==> src/rtl/char_buffer_ctrl.sv <==
// char_buffer_ctrl: 16x16 text-cell buffer with byte-stream writer, cursor, clear sweep and registered read port.
// Rev 1.0
`default_nettype none

module char_buffer_ctrl #(
   parameter logic [6:0] FILL_CHAR  = 7'h20,
   parameter bit         INIT_CLEAR = 1'b1
) (
   input  logic       clk_in,
   input  logic       rst_n,
   input  logic       in_valid,
   input  logic [7:0] in_data,
   output logic       in_ready,
   input  logic       clear_req,
   input  logic [7:0] char_xy,
   output logic [6:0] char_code,
   output logic [7:0] cursor_xy,
   output logic       busy
);

   typedef enum logic [1:0] {
      ST_IDLE       = 2'd0,
      ST_CLEAR_PEND = 2'd1,
      ST_CLEAR      = 2'd2
   } state_t;

   localparam state_t C_RESET_STATE = INIT_CLEAR ? ST_CLEAR_PEND : ST_IDLE;

   state_t     state_q;
   logic [7:0] cursor_q;
   logic [7:0] cnt_q;
   logic       busy_q;
   logic [6:0] char_code_q;

   logic [6:0] mem [256];

   logic       w_we;
   logic [7:0] w_waddr;
   logic [6:0] w_wdata;
   logic [7:0] w_cursor_d;
   logic       w_start_clear;

   assign in_ready  = (state_q == ST_IDLE) && !clear_req;
   assign char_code = char_code_q;
   assign cursor_xy = cursor_q;
   assign busy      = busy_q;

   // Single write port: the sweep owns it in CLEAR, the byte decoder in IDLE.
   always_comb begin
      w_we          = 1'b0;
      w_waddr       = cursor_q;
      w_wdata       = in_data[6:0];
      w_cursor_d    = cursor_q;
      w_start_clear = 1'b0;
      if (state_q == ST_CLEAR) begin
         w_we    = 1'b1;
         w_waddr = cnt_q;
         w_wdata = FILL_CHAR;
      end else if (state_q == ST_IDLE) begin
         if (clear_req) begin
            w_start_clear = 1'b1;
         end else if (in_valid) begin
            if (in_data >= 8'h20 && in_data <= 8'h7E) begin
               w_we       = 1'b1;
               w_cursor_d = cursor_q + 8'd1;
            end else begin
               case (in_data)
                  8'h0D: w_cursor_d = {cursor_q[7:4], 4'h0};
                  8'h0A: w_cursor_d = {cursor_q[7:4] + 4'h1, cursor_q[3:0]};
                  8'h08: begin
                     if (cursor_q != 8'h00) begin
                        w_cursor_d = cursor_q - 8'd1;
                        w_we       = 1'b1;
                        w_waddr    = cursor_q - 8'd1;
                        w_wdata    = FILL_CHAR;
                     end
                  end
                  8'h0C:   w_start_clear = 1'b1;
                  default: w_cursor_d = cursor_q;
               endcase
            end
         end
      end
   end

   always_ff @(posedge clk_in) begin
      if (w_we) begin
         mem[w_waddr] <= w_wdata;
      end
   end

   // The reset state CLEAR_PEND first arms busy, then spends its one busy cycle before CLEAR.
   always_ff @(posedge clk_in or negedge rst_n) begin
      if (!rst_n) begin
         state_q     <= C_RESET_STATE;
         cursor_q    <= 8'h00;
         cnt_q       <= 8'h00;
         busy_q      <= 1'b0;
         char_code_q <= 7'h00;
      end else begin
         char_code_q <= mem[char_xy];
         case (state_q)
            ST_IDLE: begin
               cursor_q <= w_cursor_d;
               if (w_start_clear) begin
                  state_q <= ST_CLEAR;
                  busy_q  <= 1'b1;
               end
            end
            ST_CLEAR_PEND: begin
               if (!busy_q) begin
                  busy_q <= 1'b1;
               end else begin
                  state_q <= ST_CLEAR;
               end
            end
            ST_CLEAR: begin
               cnt_q <= cnt_q + 8'd1;
               if (cnt_q == 8'hFF) begin
                  cursor_q <= 8'h00;
                  busy_q   <= 1'b0;
                  state_q  <= ST_IDLE;
               end
            end
            default: begin
               state_q <= ST_IDLE;
               busy_q  <= 1'b0;
            end
         endcase
      end
   end

endmodule

`default_nettype wire
==> config.mk <==
export PLATFORM = sky130hd
export DESIGN_NAME = char_buffer_ctrl
export DESIGN_NICKNAME = d
export VERILOG_FILES = /design/src/rtl/char_buffer_ctrl.sv
export SDC_FILE = /design/constraint.sdc
export NUM_CORES = 2
export LEC_CHECK = 0
export BUFFER_PORTS_ARGS = -buffer_cell sky130_fd_sc_hd__buf_2
export CAP_MARGIN = 15
export CORE_UTILIZATION = 41
export DETAILED_ROUTE_END_ITERATION = 10
export GPL_TIMING_DRIVEN = 0
export SYNTH_ARGS = -nofsm -noshare
export SYNTH_HDL_FRONTEND = slang
export SYNTH_SLANG_ARGS = --single-unit
==> constraint.sdc <==
create_clock -name clk_in -period 8.4 [get_ports clk_in]
set_clock_uncertainty 0.1 [all_clocks]
set_input_delay 1.68 -clock clk_in [delete_from_list [all_inputs] [get_ports clk_in]]
set_output_delay 1.68 -clock clk_in [all_outputs]
set_load 0.005 [all_outputs]
# == Word level (Yosys, flattened, before mapping) ==
# Memory sizes are Yosys's and may differ from the RTL's. A register that Yosys moved wholly into a read port is not among the register bits.
# Cells that the tools add are included.
# op_classes
n_reduce_logical,11
n_addsub,4
mux,42
eq_ne,16
order_cmp,2
# op_table
op,count
8-bit two-way mux,11
7-bit two-way mux,7
"8-bit by 4-bit == test with 1-bit output, second input constant",4
8-bit case mux with 3 select lines,1
1-bit two-way mux,17
"8-bit by 1-bit adder with 8-bit output, second input constant",2
8-bit case mux with 2 select lines,1
6-bit AND reduction,2
"8-bit == test, second input constant",1
"8-bit by 6-bit greater-or-equal comparator with 1-bit output, second input constant",1
"8-bit by 7-bit <= comparator with 1-bit output, second input constant",1
"2-bit != test, second input constant",4
"4-bit by 1-bit != test with 1-bit output, second input constant",2
8-bit nonzero test,1
"8-bit by 1-bit subtractor with 8-bit output, second input constant",1
2-bit two-way mux,3
"3-bit != test, second input constant",2
2-bit case mux with 3 select lines,1
"4-bit by 1-bit adder with 4-bit output, second input constant",1
1-bit case mux with 3 select lines,1
3-bit AND reduction,1
"2-bit by 1-bit == test with 1-bit output, second input constant",1
"2-bit == test, second input constant",1
1-bit logical AND,2
5 further kinds,6
# word_totals
out_inout_bits,17
mem_count,1
regBits,19
mem_bits_rw,1792
input_bits,20
elab_cells,81
# memory_table
memory,words,width,read_ports,rd_ports_with_merged_regs,write_ports,line_no,rtl
mem,256,7,1,1,1,35,logic [6:0] mem [256];

# == Depth between registers and ports, before layout ==
# depth
word_depth,10
ltp_mapped,12
mapped_depth_nobuf,9

# == Worst setup path before layout ==
# OpenSTA, ideal clock, no wires.
# synth_timing
path_type,input port to flip-flop
from,in in_data[5]
to,mem mem[0][3] (data pin)
arrival_time_ns,5.565
setup_ns,0.879
path_stages,4
required_ns,7.421
path_slack_ns,1.855
cell_sequence,nor4_1 > nand4b_1 > clkbuf_1 > o311a_1
# synth_via
elab_chain_len,7
word_cells_on_any_way,10
cone_classes,order compare (2); eq/ne (1); mux (6); reduce/logical (1)
# synth_rtl
element,line_no,rtl
start: declaration,12,"input logic [7:0] in_data,"
8-bit by 6-bit greater-or-equal comparator with 1-bit output (tied with other cells),63,if (in_data >= 8'h20 && in_data <= 8'h7E) begin
1-bit logical AND / 7-bit two-way mux (equally long branches),"63, 67",
7-bit two-way mux (*),63,
7-bit two-way mux (*),62,end else if (in_valid) begin
7-bit two-way mux (*),60,if (clear_req) begin
7-bit two-way mux (*),59,end else if (state_q == ST_IDLE) begin
7-bit two-way mux (*),55,if (state_q == ST_CLEAR) begin
net w_wdata[3],39,logic [6:0] w_wdata;
end: declaration,35,
# Mark *: on every way through the listed nets, which the timed path passes. The rest lies on a longest branch.

# == Worst setup path in the final report ==
# layout_timing
from,in in_data[5]
to,mem mem[111][3] (enable)
# layout_via
elab_chain_len,9
word_cells_on_any_way,18
cone_classes,order compare (2); eq/ne (1); mux (14); reduce/logical (1)
# layout_rtl
element,line_no,rtl
8-bit by 6-bit greater-or-equal comparator with 1-bit output (tied with other cells),63,
1-bit logical AND / 1-bit two-way mux (equally long branches),"63, 67",
1-bit two-way mux,63,
1-bit two-way mux,62,
1-bit two-way mux,60,
1-bit two-way mux,59,
1-bit two-way mux,55,
1-bit two-way mux,87,if (w_we) begin
1-bit two-way mux (not written as such),88,mem[w_waddr] <= w_wdata;
# Parallel ways exist; a longest one is shown, timed or not.

==> summary.txt <==
Critical path
  • CP Max Fanout: 10
  • CP Class: in -> reg
  • CP bufs+invs: 3
  • Cells along the critical path: buf_2, nor4_1, nand4b_1, clkbuf_1, o21ai_0, a21oi_1, nor4_2, nand2_1, buf_2, nor2_1
  • Most Frequent Cell on Critical Path: buf_2
  • Crit path arrival time: 6200 ps
  • Worst reg2reg path endpoint: mem[111][3]$_DFFE_PP_
  • Worst-case reg-to-reg path depth: 12
  • CP top delay family: simple AND/OR/NAND/NOR gates
  • CP max-delay cell: nor2_1
  • Startpoint class of the critical path: primary input
  • CP Launch Point: in_data[5]
  • Setup slack, reg-to-reg: 2730 ps
  • Worst stage delay on the critical path: 800 ps
  • Launching point of the worst reg2reg path: cursor_xy[4]$_DFFE_PN0P_
  • Worst Setup End Kind: register
  • Critical Path RT: 8730 ps

Drt
  • Vias per cell: 6.05
  • Total wire length: 207000 um
  • Number of remaining DRC errors: 0
  • Number of DRC markers in iteration 0: 5513
  • Total number of vias: 37100
  • DR WL/cell: 33.7 um
  • Post-route ant nets: 0
  • DRT Pass-1 Iters: 6

Floorplan
  • I/O pins: 37
  • DIE HEIGHT: 419 um
  • Num rows: 152
  • Initial Utilization: 0.415
  • Die area: 176000 um2
  • DIE WIDTH: 419 um
  • CORE AREA: 172000 um2

Synthesis
  • Leading area contributor after synthesis: edfxtp_1
  • Synthesized area: 71400 um2
  • Main synth FF type: edfxtp_1
  • Top cells by count, synth: edfxtp_1, mux4_2, nor2_1
  • Post-synthesis register bit count: 1818
  • Register area share after synthesis: 0.762
  • Syn avg cell area: 20.9 um2
  • Cell variety after synth: 73
  • Syn Nets: 3443
  • Number of flops mapped to enable cells by yosys: 1792
  • Warnings from Yosys: 0
  • Mapped Cells: 3417
  • Post-synth ARST share: 0.0143
  • Synth top area cells: edfxtp_1, mux4_2, mux2i_1
  • Most common cell in the synthesized netlist: edfxtp_1
  • Synth top area share: 0.753

Run status
  • Outcome: complete, no violations

GRT
  • GRT Overall Usage: 0.236
  • Initial antenna violation count: 14
  • First-pass GRT wire length: 286000 um
  • GR Overflow Total: 0
  • Vias in the first global route: 36600
  • Largest net degree at the start of global routing: 97

Pwr
  • Tot Pwr: 18500 uW
  • P_sw: 3910 uW
  • Pint: 14600 uW
  • VDD IR-drop max: 0.260 mV
  • Sw Share: 0.211
  • Comb power frac: 0.034
  • Pwr Density: 228 nW/um2
  • Clock network fraction of total power: 0.436
  • Reg power frac: 0.530
  • Leakage: 0.0213 uW

Timing
  • Worst Max-Slew Pin Slew: 1400 ps
  • RSZ-0062 raised after global routing: false
  • Min Tclk post-route: 5870 ps
  • Max-slew violation count: 0
  • Tcrit/Tclk final: 0.699
  • Final Hold Viols: 0
  • Final setup viols: 0
  • FMAX: 170 MHz
  • Rel. slew slack: 0.0660

Placed design
  • Placer Congestion: 0.891
  • Post-DP HPWL: 138000 um
  • Cell total after placement: 5790
  • I/O Buffers: 29

Clock network
  • Root Buffer: clkbuf_16
  • Clock transition time at the flip-flop clock pins of the worst setup and hold paths: 60 ps
  • Hold_buf cts: 0
  • TritonCTS clock tree: done
  • Clock insertion delay at the later pin of the skew report: 810 ps
  • Post_cts resized: 0
  • Sink Count: 1818
  • Post-CTS setup buffers: 0
  • TritonCTS Buffers: 185
  • Worst-case clock buffer depth: 3
  • H-tree levels: 4

Hold path
  • Worst Hold Launch: busy$_DFFE_PN0P_
  • HP Class: reg -> reg
  • Hold endpoint: state_q[0]$_DFFE_PN1P_
  • Hold path depth: 1

Layout
  • Area Growth Syn to Fin: 13.6%
  • Final nets: 3693
  • Layout cells sized above 1: 0.238
  • Final std cells w/o fill: 6129

Run
  • Max-Cap Viols: 0
-- area by class of cell --
| cell class | count | area, um2 |
|---|---|---|
| Inverter | 9 | 33.8 |
| Timing Repair Buffer | 63 | 922 |
| Buffer | 200 | 967 |
| Sequential cell | 1818 | 54500 |
| Clock buffer | 242 | 4900 |
| Multi-Input combinational cell | 1390 | 16000 |
| Antenna cell | 3 | 7.51 |
| Clock inverter | 94 | 946 |
| Tap cell | 2310 | 2890 |
| Fill cell | 14300 | 91100 |
-- cells by family (layout without fill, tap and decap cells) --
| group | count (synthesis) | count (layout) | synth area share |
|---|---|---|---|
| flip-flops | 1818 | 1818 | 0.762 |
| multiplexers | 594 | 594 | 0.163 |
| AND/OR/NAND/NOR | 507 | 507 | 0.0312 |
| AO/OA/AOI/OAI | 272 | 272 | 0.0278 |
| buffers and inverters | 209 | 608 | 0.0138 |
| XOR/XNOR | 11 | 11 | 0.00135 |
| adder cells (fa/ha/maj) | 6 | 6 | 0.00105 |
| other | 0 | 3 | 0 |
-- worst reg2reg max path, stage by stage (launching register included) --
cell and delay, ps:
dfrtp_1 440, clkbuf_1 390, inv_1 120, ha_1 230
nor3b_2 190, and2_1 190, clkbuf_1 180, nor3_1 430
a221oi_1 200, nor4_2 570, nand2_1 760, buf_2 640
nor2_1 820
-- worst max path at each step --
stage / depth (start not counted) / endpoint / slack (ps)
after floorplan: 4 / mem[0][3]$_DFFE_PP_ / 1860
after global placement: 5 / mem[174][3]$_DFFE_PP_ / -2470
after detailed placement: 10 / char_code[5]$_DFF_PN0_ / 1890
after CTS: 10 / mem[111][3]$_DFFE_PP_ / 2750
after global routing: 10 / mem[111][2]$_DFFE_PP_ / 2340
final: 10 / mem[111][3]$_DFFE_PP_ / 2530
-- through the flow --
step	instance area, um2	setup WS, ps	setup TNS [ps]	utilization	hold slack (ps)
6_report	81200	2530	0	0.471	345
5_1_grt	81200	2340	0	0.471	362
4_1_cts	81200	2750	0	0.471	349
3_5_place_dp	75300	1890	0	0.437	339
3_3_place_gp	74500	-2470	-3088060	0.432	319
2_1_floorplan	71400	1860	0	-	331
-- state kept, by name, summed over array words and instances (netlist names) --
signal and cells:
mem 1792, cnt_q 8, cursor_xy 8, char_code 7
state_q 2, busy 1
-- placed cells by master (no fill, tap or decap), types with 24 or more instances in the layout --
cell / count
o22ai_1: 40
mux2i_1: 140
buf_2: 110
clkbuf_1: 119
nand2_1: 105
nor2_1: 281
buf_4: 25
clkinv_2: 28
clkinv_1: 35
a22oi_1: 24
mux4_2: 453
dfrtp_1: 25
edfxtp_1: 1792
clkbuf_16: 186
o221ai_1: 56
a21oi_1: 42
-- power groups by stage --
stage	combinational (uW)	sequential, uW	clock (uW)
final	625	9820	8060
after global routing	636	9810	8470
after CTS	622	9820	8140
after detailed placement	621	10000	0
after global placement	607	10000	0
after floorplan	330	10000	0
-- metal layers --
metal	global-route usage	vias up	part of all wire	wire length, um
li1	-	14800	-	-
met1	0.330	19900	0.40	82200
met2	0.366	2043	0.47	96800
met3	0.0534	326	0.099	20400
met4	0.0800	6	0.035	7250
met5	0	-	0.00021	44
Note: power is estimated with default switching activity, not from simulation.
